$ cat config.mk
export PLATFORM = sky130hd
export DESIGN_NAME = snitch_mem_arbiter_flat
export DESIGN_NICKNAME = d
export VERILOG_FILES = /design/src/rtl/snitch_tt_pkg.sv /design/src/rtl/snitch_mem_arbiter_if.sv /design/src/rtl/snitch_mem_arbiter_id_fifo.sv /design/src/rtl/snitch_mem_arbiter.sv /design/src/flat_wrapper.sv
export SDC_FILE = /design/constraint.sdc
export NUM_CORES = 1
export LEC_CHECK = 0
export ABC_AREA = 0
export ABC_CLOCK_PERIOD_IN_PS = 2680
export CORE_AREA = 2 2 82 84
export DETAILED_ROUTE_END_ITERATION = 8
export DIE_AREA = 0 0 84 86
export HOLD_SLACK_MARGIN = 0.08
export MAX_ROUTING_LAYER = met4
export PLACE_DENSITY = 0.89
export SLEW_MARGIN = 40
export SYNTH_ARGS = -nofsm -noshare
export SYNTH_HDL_FRONTEND = slang
export SYNTH_SLANG_ARGS = --single-unit
$ cat constraint.sdc
create_clock -name clk_i -period 2.68 [get_ports clk_i]
set_input_delay 0.536 -clock clk_i [delete_from_list [all_inputs] [get_ports clk_i]]
set_output_delay 0.536 -clock clk_i [all_outputs]
set_load 0.01 [all_outputs]
$ cat src/rtl/snitch_tt_pkg.sv
// Shared types for the Snitch-to-memory arbiter slice.
// Latency: n/a (types, widths and a small helper only).
// Backpressure: n/a.
package snitch_tt_pkg;

  localparam int unsigned AddrWidth = 10;
  localparam int unsigned DataWidth = 32;

  typedef logic [AddrWidth-1:0] addr_t;
  typedef logic [DataWidth-1:0] data_t;

  // Origin of a read; also the round-robin pointer encoding.
  typedef enum logic {
    PortInst = 1'b0,
    PortData = 1'b1
  } port_id_e;

  function automatic port_id_e other_port(input port_id_e p);
    return (p == PortInst) ? PortData : PortInst;
  endfunction

endpackage

$ cat src/rtl/snitch_mem_arbiter_if.sv
// Bundle of the fetch, data and memory request/response channels around the arbiter.
// Latency: n/a (wires only).
// Backpressure: valid/ready on every request and response channel.
interface snitch_mem_arbiter_if;
  import snitch_tt_pkg::*;

  addr_t inst_addr_i;
  logic  inst_valid_i;
  logic  inst_ready_o;
  data_t inst_data_o;
  logic  inst_rsp_valid_o;
  logic  inst_rsp_ready_i;

  addr_t data_addr_i;
  data_t data_wdata_i;
  logic  data_write_i;
  logic  data_wstrb_i;
  logic  data_valid_i;
  logic  data_ready_o;
  data_t data_rdata_o;
  logic  data_rsp_valid_o;
  logic  data_rsp_ready_i;

  addr_t mem_req_addr_o;
  data_t mem_req_data_o;
  logic  mem_req_write_o;
  logic  mem_req_wstrb_o;
  logic  mem_req_valid_o;
  logic  mem_req_ready_i;
  data_t mem_rsp_data_i;
  logic  mem_rsp_valid_i;
  logic  mem_rsp_ready_o;

  logic  err_o;

  // Arbiter side.
  modport slave (
    input  inst_addr_i, inst_valid_i, inst_rsp_ready_i,
    input  data_addr_i, data_wdata_i, data_write_i, data_wstrb_i, data_valid_i, data_rsp_ready_i,
    input  mem_req_ready_i, mem_rsp_data_i, mem_rsp_valid_i,
    output inst_ready_o, inst_data_o, inst_rsp_valid_o,
    output data_ready_o, data_rdata_o, data_rsp_valid_o,
    output mem_req_addr_o, mem_req_data_o, mem_req_write_o, mem_req_wstrb_o, mem_req_valid_o,
    output mem_rsp_ready_o, err_o
  );

  // Core plus memory side.
  modport master (
    output inst_addr_i, inst_valid_i, inst_rsp_ready_i,
    output data_addr_i, data_wdata_i, data_write_i, data_wstrb_i, data_valid_i, data_rsp_ready_i,
    output mem_req_ready_i, mem_rsp_data_i, mem_rsp_valid_i,
    input  inst_ready_o, inst_data_o, inst_rsp_valid_o,
    input  data_ready_o, data_rdata_o, data_rsp_valid_o,
    input  mem_req_addr_o, mem_req_data_o, mem_req_write_o, mem_req_wstrb_o, mem_req_valid_o,
    input  mem_rsp_ready_o, err_o
  );

endinterface

$ cat src/rtl/snitch_mem_arbiter_id_fifo.sv
// Small FIFO of read-origin port ids, one entry per read in flight.
// Latency: push visible at head the cycle after; head is a direct register read.
// Backpressure: caller must not push when full nor pop when empty.
module snitch_id_fifo import snitch_tt_pkg::*; #(
  parameter int unsigned Depth = 2
) (
  input  logic     clk_i,
  input  logic     rst_i,
  input  logic     push_i,
  input  port_id_e push_id_i,
  input  logic     pop_i,
  output port_id_e head_o,
  output logic     full_o,
  output logic     empty_o
);

  localparam int unsigned PtrW = (Depth > 1) ? $clog2(Depth) : 1;
  localparam int unsigned CntW = $clog2(Depth + 1);

  port_id_e            mem_q [Depth];
  logic [PtrW-1:0]     wr_ptr_q;
  logic [PtrW-1:0]     rd_ptr_q;
  logic [CntW-1:0]     cnt_q;

  // Pointers wrap at Depth, which need not be a power of two.
  function automatic logic [PtrW-1:0] wrap_inc(input logic [PtrW-1:0] p);
    return (p == PtrW'(Depth - 1)) ? '0 : p + PtrW'(1);
  endfunction

  assign full_o  = (cnt_q == CntW'(Depth));
  assign empty_o = (cnt_q == '0);
  assign head_o  = mem_q[rd_ptr_q];

  // Storage, pointers and occupancy; simultaneous push and pop leaves the count unchanged.
  always_ff @(posedge clk_i) begin
    if (rst_i) begin
      wr_ptr_q <= '0;
      rd_ptr_q <= '0;
      cnt_q    <= '0;
      for (int i = 0; i < int'(Depth); i++) mem_q[i] <= PortInst;
    end else begin
      if (push_i) begin
        mem_q[wr_ptr_q] <= push_id_i;
        wr_ptr_q        <= wrap_inc(wr_ptr_q);
      end
      if (pop_i) rd_ptr_q <= wrap_inc(rd_ptr_q);
      case ({push_i, pop_i})
        2'b10:   cnt_q <= cnt_q + CntW'(1);
        2'b01:   cnt_q <= cnt_q - CntW'(1);
        default: cnt_q <= cnt_q;
      endcase
    end
  end

endmodule

$ cat src/rtl/snitch_mem_arbiter.sv
// Round-robin merge of Snitch fetch and data ports onto one memory port, reads routed back in order.
// Latency: zero-cycle combinational request and response paths; only rr pointer, origin FIFO, err are state.
// Backpressure: full origin FIFO blocks reads (writes pass); response stalls follow the head port's ready.
module snitch_mem_arbiter import snitch_tt_pkg::*; #(
  parameter int unsigned MaxOutstanding = 2
) (
  input logic                 clk_i,
  input logic                 rst_i,
  snitch_mem_arbiter_if.slave bus
);

  port_id_e rr_q;
  port_id_e grant;
  port_id_e fifo_head;
  logic     fifo_full;
  logic     fifo_empty;
  logic     fifo_push;
  logic     fifo_pop;
  logic     inst_elig;
  logic     data_elig;
  logic     req_vld;
  logic     req_hs;
  logic     rsp_rdy;
  logic     err_q;

  // A read needs a free origin slot; a full FIFO blocks reads even if a pop happens this cycle.
  assign inst_elig = bus.inst_valid_i && !fifo_full;
  assign data_elig = bus.data_valid_i && (bus.data_write_i || !fifo_full);
  assign req_vld   = inst_elig || data_elig;
  assign req_hs    = req_vld && bus.mem_req_ready_i;

  // Contention goes to the rr pointer port, otherwise to whichever port is eligible.
  always_comb begin
    grant = PortInst;
    if (inst_elig && data_elig) grant = rr_q;
    else if (data_elig)         grant = PortData;
  end

  assign bus.mem_req_valid_o = req_vld;
  assign bus.mem_req_addr_o  = (grant == PortData) ? bus.data_addr_i  : bus.inst_addr_i;
  assign bus.mem_req_data_o  = (grant == PortData) ? bus.data_wdata_i : '0;
  assign bus.mem_req_write_o = (grant == PortData) && bus.data_write_i;
  assign bus.mem_req_wstrb_o = (grant == PortData) && bus.data_wstrb_i;

  assign bus.inst_ready_o = req_vld && (grant == PortInst) && bus.mem_req_ready_i;
  assign bus.data_ready_o = req_vld && (grant == PortData) && bus.mem_req_ready_i;

  assign fifo_push = req_hs && ((grant == PortInst) || !bus.data_write_i);

  // With nothing outstanding a response is swallowed and flagged instead of stalling memory.
  assign rsp_rdy = fifo_empty ? 1'b1
                 : ((fifo_head == PortInst) ? bus.inst_rsp_ready_i : bus.data_rsp_ready_i);

  assign bus.mem_rsp_ready_o  = rsp_rdy;
  assign bus.inst_rsp_valid_o = bus.mem_rsp_valid_i && !fifo_empty && (fifo_head == PortInst);
  assign bus.data_rsp_valid_o = bus.mem_rsp_valid_i && !fifo_empty && (fifo_head == PortData);
  assign bus.inst_data_o      = bus.mem_rsp_data_i;
  assign bus.data_rdata_o     = bus.mem_rsp_data_i;
  assign bus.err_o            = err_q;

  assign fifo_pop = bus.mem_rsp_valid_i && rsp_rdy && !fifo_empty;

  snitch_id_fifo #(
    .Depth (MaxOutstanding)
  ) i_id_fifo (
    .clk_i     (clk_i),
    .rst_i     (rst_i),
    .push_i    (fifo_push),
    .push_id_i (grant),
    .pop_i     (fifo_pop),
    .head_o    (fifo_head),
    .full_o    (fifo_full),
    .empty_o   (fifo_empty)
  );

  // After each accepted request the other port gets priority.
  always_ff @(posedge clk_i) begin
    if (rst_i)       rr_q <= PortInst;
    else if (req_hs) rr_q <= other_port(grant);
  end

  // Sticky flag for a response that had no read waiting for it.
  always_ff @(posedge clk_i) begin
    if (rst_i)                                   err_q <= 1'b0;
    else if (bus.mem_rsp_valid_i && fifo_empty)  err_q <= 1'b1;
  end

endmodule

$ cat src/flat_wrapper.sv
// flat-port wrapper written by rule: the top's interface ports become plain ports
module snitch_mem_arbiter_flat import snitch_tt_pkg::*;
#(
  parameter int unsigned MaxOutstanding = 2
)
  (clk_i, rst_i, bus_inst_addr_i, bus_inst_valid_i, bus_inst_rsp_ready_i, bus_data_addr_i, bus_data_wdata_i, bus_data_write_i, bus_data_wstrb_i, bus_data_valid_i, bus_data_rsp_ready_i, bus_mem_req_ready_i, bus_mem_rsp_data_i, bus_mem_rsp_valid_i, bus_inst_ready_o, bus_inst_data_o, bus_inst_rsp_valid_o, bus_data_ready_o, bus_data_rdata_o, bus_data_rsp_valid_o, bus_mem_req_addr_o, bus_mem_req_data_o, bus_mem_req_write_o, bus_mem_req_wstrb_o, bus_mem_req_valid_o, bus_mem_rsp_ready_o, bus_err_o);
  snitch_mem_arbiter_if bus_i ();
  input logic clk_i;
  input logic rst_i;
  input wire logic [$bits(bus_i.inst_addr_i)-1:0] bus_inst_addr_i;
  input wire logic [$bits(bus_i.inst_valid_i)-1:0] bus_inst_valid_i;
  input wire logic [$bits(bus_i.inst_rsp_ready_i)-1:0] bus_inst_rsp_ready_i;
  input wire logic [$bits(bus_i.data_addr_i)-1:0] bus_data_addr_i;
  input wire logic [$bits(bus_i.data_wdata_i)-1:0] bus_data_wdata_i;
  input wire logic [$bits(bus_i.data_write_i)-1:0] bus_data_write_i;
  input wire logic [$bits(bus_i.data_wstrb_i)-1:0] bus_data_wstrb_i;
  input wire logic [$bits(bus_i.data_valid_i)-1:0] bus_data_valid_i;
  input wire logic [$bits(bus_i.data_rsp_ready_i)-1:0] bus_data_rsp_ready_i;
  input wire logic [$bits(bus_i.mem_req_ready_i)-1:0] bus_mem_req_ready_i;
  input wire logic [$bits(bus_i.mem_rsp_data_i)-1:0] bus_mem_rsp_data_i;
  input wire logic [$bits(bus_i.mem_rsp_valid_i)-1:0] bus_mem_rsp_valid_i;
  output wire logic [$bits(bus_i.inst_ready_o)-1:0] bus_inst_ready_o;
  output wire logic [$bits(bus_i.inst_data_o)-1:0] bus_inst_data_o;
  output wire logic [$bits(bus_i.inst_rsp_valid_o)-1:0] bus_inst_rsp_valid_o;
  output wire logic [$bits(bus_i.data_ready_o)-1:0] bus_data_ready_o;
  output wire logic [$bits(bus_i.data_rdata_o)-1:0] bus_data_rdata_o;
  output wire logic [$bits(bus_i.data_rsp_valid_o)-1:0] bus_data_rsp_valid_o;
  output wire logic [$bits(bus_i.mem_req_addr_o)-1:0] bus_mem_req_addr_o;
  output wire logic [$bits(bus_i.mem_req_data_o)-1:0] bus_mem_req_data_o;
  output wire logic [$bits(bus_i.mem_req_write_o)-1:0] bus_mem_req_write_o;
  output wire logic [$bits(bus_i.mem_req_wstrb_o)-1:0] bus_mem_req_wstrb_o;
  output wire logic [$bits(bus_i.mem_req_valid_o)-1:0] bus_mem_req_valid_o;
  output wire logic [$bits(bus_i.mem_rsp_ready_o)-1:0] bus_mem_rsp_ready_o;
  output wire logic [$bits(bus_i.err_o)-1:0] bus_err_o;
  assign bus_i.inst_addr_i = bus_inst_addr_i;
  assign bus_i.inst_valid_i = bus_inst_valid_i;
  assign bus_i.inst_rsp_ready_i = bus_inst_rsp_ready_i;
  assign bus_i.data_addr_i = bus_data_addr_i;
  assign bus_i.data_wdata_i = bus_data_wdata_i;
  assign bus_i.data_write_i = bus_data_write_i;
  assign bus_i.data_wstrb_i = bus_data_wstrb_i;
  assign bus_i.data_valid_i = bus_data_valid_i;
  assign bus_i.data_rsp_ready_i = bus_data_rsp_ready_i;
  assign bus_i.mem_req_ready_i = bus_mem_req_ready_i;
  assign bus_i.mem_rsp_data_i = bus_mem_rsp_data_i;
  assign bus_i.mem_rsp_valid_i = bus_mem_rsp_valid_i;
  assign bus_inst_ready_o = bus_i.inst_ready_o;
  assign bus_inst_data_o = bus_i.inst_data_o;
  assign bus_inst_rsp_valid_o = bus_i.inst_rsp_valid_o;
  assign bus_data_ready_o = bus_i.data_ready_o;
  assign bus_data_rdata_o = bus_i.data_rdata_o;
  assign bus_data_rsp_valid_o = bus_i.data_rsp_valid_o;
  assign bus_mem_req_addr_o = bus_i.mem_req_addr_o;
  assign bus_mem_req_data_o = bus_i.mem_req_data_o;
  assign bus_mem_req_write_o = bus_i.mem_req_write_o;
  assign bus_mem_req_wstrb_o = bus_i.mem_req_wstrb_o;
  assign bus_mem_req_valid_o = bus_i.mem_req_valid_o;
  assign bus_mem_rsp_ready_o = bus_i.mem_rsp_ready_o;
  assign bus_err_o = bus_i.err_o;
  snitch_mem_arbiter #(.MaxOutstanding(MaxOutstanding)) u_core (.clk_i(clk_i), .rst_i(rst_i), .bus(bus_i));
endmodule
==> run_results.csv, run 1 <==
group,metric,value,unit
run_status,outcome,"finished, final reports clean",
critical_path,worstReg2RegEnd,"u_core.i_id_fifo.cnt_q[1]",
global_routing,grt_max_degree,20,
detailed_routing,drcViolationCount,0,
critical_path,worstSetupEndpointType,"output pin",
cts,clock-sinks,9,
timing,final-setup-viol-count,0,
cts,cts_buffers,3,
cts,root_buffer,"clkbuf_8",
placement,io_buffers,112,
layout,drive_gt1_frac,0.294,
critical_path,crit_chain,"nor3b_4, a211oi_4, buf_4, buf_6, buf_4, buf_12, and2_1, clkdlybuf4s15_2",
timing,finalClockSkew,0.000869,ns
detailed_routing,wl_per_cell,12.7,µm
global_routing,antenna_found_initial,0,
floorplan,core_area,6280,µm²
critical_path,crit_family,"buffers and inverters",
logic_synthesis,ys_async_sr_fraction,0,
timing,max-slew-margin-rel,0.727,
timing,fin_crit,2.55,ns
logic_synthesis,synth_warnings,0,
floorplan,start_util,0.225,
floorplan,dieArea,7220,µm²
critical_path,slowest_stage,"dfxtp_1",
layout,areaGrowthSynthToFinish,58.2,%
floorplan,die_h,86,µm
logic_synthesis,synth_edf_count,2,
global_routing,grt_pass1_wl,6.05,mm
timing,rsz0062_at_grt,"false",
critical_path,cp_max_fo,10,
placement,gp_congestion,0.766,
global_routing,grt_util_all_layers,0.105,
timing,setup_ws,0.135,ns
placement,place_ws,-0.334,ns
timing,tightest_slew,0.398,ns
cts,cts_tree,"built",
critical_path,ff2ff_path_depth,8,
floorplan,row_count,29,
timing,fin_crit_sh,0.950,
critical_path,slowest_delay,0.53,ns
cts,cts_buffer_depth,2,
cts,path_clk_slew,0.05,ns
floorplan,dieWidth,84,µm
timing,whs,0.471,ns
critical_path,crit_required,2.14,ns
timing,final_max_slew_viol_count,0,
min_path,hold_path.class,"flop to flop",
logic_synthesis,yosysTopAreaCell,"buf_4",
detailed_routing,drt_iter0_markers,24,
timing,tns,0,ns
run,drv_cap,0,
critical_path,cp_num_buf_inv,5,
floorplan,io_pins,209,
logic_synthesis,synth_common_cells,"64 x buf_4, 32 x and2_1, 8 x nor2_1",
power,ir_worst_vdd,0.000153,V
min_path,holdPathStages,2,
detailed_routing,vias,1274,
logic_synthesis,synth_seq_cells,9,
power,p_total,0.840,mW
critical_path,critPathKind,"flop to output pin",
detailed_routing,viasPerCell,4.04,
power,power_density,376,nW/µm²
layout,nets,334,
logic_synthesis,ys.flop_type,"dfxtp_1",
logic_synthesis,ys_types,37,
logic_synthesis,yosys-top-cells-area,"buf_4 34%, and2_1 14%, dfxtp_1 9.9%",
critical_path,worstPathArrival,2.01,ns
logic_synthesis,synth_top_area_frac,0.340,
cts,clk_latency,0.24,ns
logic_synthesis,netlist_area,1410,µm²
logic_synthesis,synthesis.nets,267,
logic_synthesis,seq_area_frac_synth,0.142,
logic_synthesis,netlist_instances,172,
min_path,holdPathEnd,"u_core.bus.err_o",
critical_path,cp_common_cell,"buf_4",
detailed_routing,detail-route-antenna-nets,0,
global_routing,grt-ovfl-total,0,
timing,fmax,393,MHz
cts,htreeDepth,1,
critical_path,cp-start-kind,"flop",
layout,diodes,0,
placement,place_hpwl,3.39,mm
critical_path,rr_startpoint,"u_core.i_id_fifo.cnt_q[0]",
logic_synthesis,syn_avg_cell_area,8.21,µm²
global_routing,grt_pass1_vias,1312,
detailed_routing,firstDrtPassIters,4,
timing,hold_viol_final,0,
critical_path,r2r_slack,0.62,ns
detailed_routing,routed_wl,4.01,mm
min_path,hold_path.startpoint,"u_core.bus.err_o",
logic_synthesis,yosysMostFrequentCell,"buf_4",
power,p_leak,1.01,nW
-- what timing repair did --
item                                    in CTS  in global routing
pin swaps                                    1                  1
setup buffers                               11                  0
hold buffers                                 0                  0
endpoints found under the setup margin      45                 18
resized for setup                          129                  2
-- report_power, final --
group / leakage [nW] / total (mW) / switching (mW) / internal, mW
sequential: 0.0788 / 0.180 / 0.0205 / 0.160
combinational: 0.908 / 0.499 / 0.190 / 0.309
clock: 0.0228 / 0.162 / 0.0576 / 0.104
-- routing by layer --
metal / GRT usage / wire length, µm / up-vias
met5: - / 0 / -
met4: 0.0469 / 82 / 0
met3: 0.0250 / 435 / 14
met2: 0.207 / 2210 / 100
met1: 0.0956 / 1280 / 542
li1: - / - / 618
-- logic make-up (layout without fill, tap and decap cells) --
family,count (synthesis),count (layout),share of synthesized area
AO/OA/AOI/OAI,14,14,0.0700
adder cells (fa/ha/maj),1,1,0.00886
XOR/XNOR,3,3,0.0186
AND/OR/NAND/NOR,57,57,0.253
flip-flops,9,9,0.142
buffers and inverters,75,141,0.391
multiplexers,13,13,0.117
-- metrics by stage --
step,instances,util,area (µm²)
after floorplan,172,-,1410
after global placement,300,0.349,2190
after detailed placement,300,0.349,2190
after CTS,315,0.356,2230
after global routing,315,0.356,2230
final,315,0.356,2230
-- worst max path at each step --
stage                                    startpoint                     end  slack, ns  cells after the start
after CTS                          bus_data_valid_i   bus_mem_req_data_o[6]       0.03                      9
after floorplan                    bus_inst_valid_i   bus_mem_req_addr_o[1]       0.53                      4
after global routing      u_core.i_id_fifo.cnt_q[1]   bus_mem_req_data_o[6]       0.05                      8
after detailed placement           bus_inst_valid_i  bus_mem_req_data_o[10]      -0.33                      7
final                     u_core.i_id_fifo.cnt_q[1]   bus_mem_req_data_o[6]       0.13                      8
after global placement             bus_inst_valid_i   bus_mem_req_addr_o[6]      -0.28                      6
-- placed cells by master (no fill, tap or decap), drive strengths merged, types with 2 or more instances in the layout --
cell type      count
clkbuf             4
edfxtp             2
mux2              10
nor2b              3
o211ai             2
dfxtp              7
dlygate4sd2       15
and2              33
o21ai              4
nand2b             2
xnor2              2
mux2i              3
clkdlybuf4s50     64
nand2              3
nor2               8
nor3               2
clkdlybuf4s15     13
a21oi              4
inv                4
buf               40
-- layout make-up --
| class | count | area (µm²) |
|---|---|---|
| flip-flops and latches | 9 | 200 |
| fillers | 652 | 4040 |
| clock buffers | 4 | 45.0 |
| repair buffers | 133 | 1210 |
| multi-input cells | 88 | 668 |
| well taps | 77 | 96.3 |
| inverters | 4 | 15.0 |
-- worst reg2reg max path, delay by kind of cell (launching register included) --
kind / cells / cell delay (ns)
DFF: 1 / 0.39
adders and majority gates: 1 / 0.34
buffers and inverters: 2 / 0.37
AOI/OAI and AO/OA: 2 / 0.35
and+or+nand+nor: 3 / 0.53
Note: power is estimated with default switching activity, not from simulation.
==> run 2: changes to the inputs <==
HOLD_SLACK_MARGIN = unset   (was 0.08)
==> results of run 2 <==
The final DEF is identical to that of run 1; final timing and power are the same.
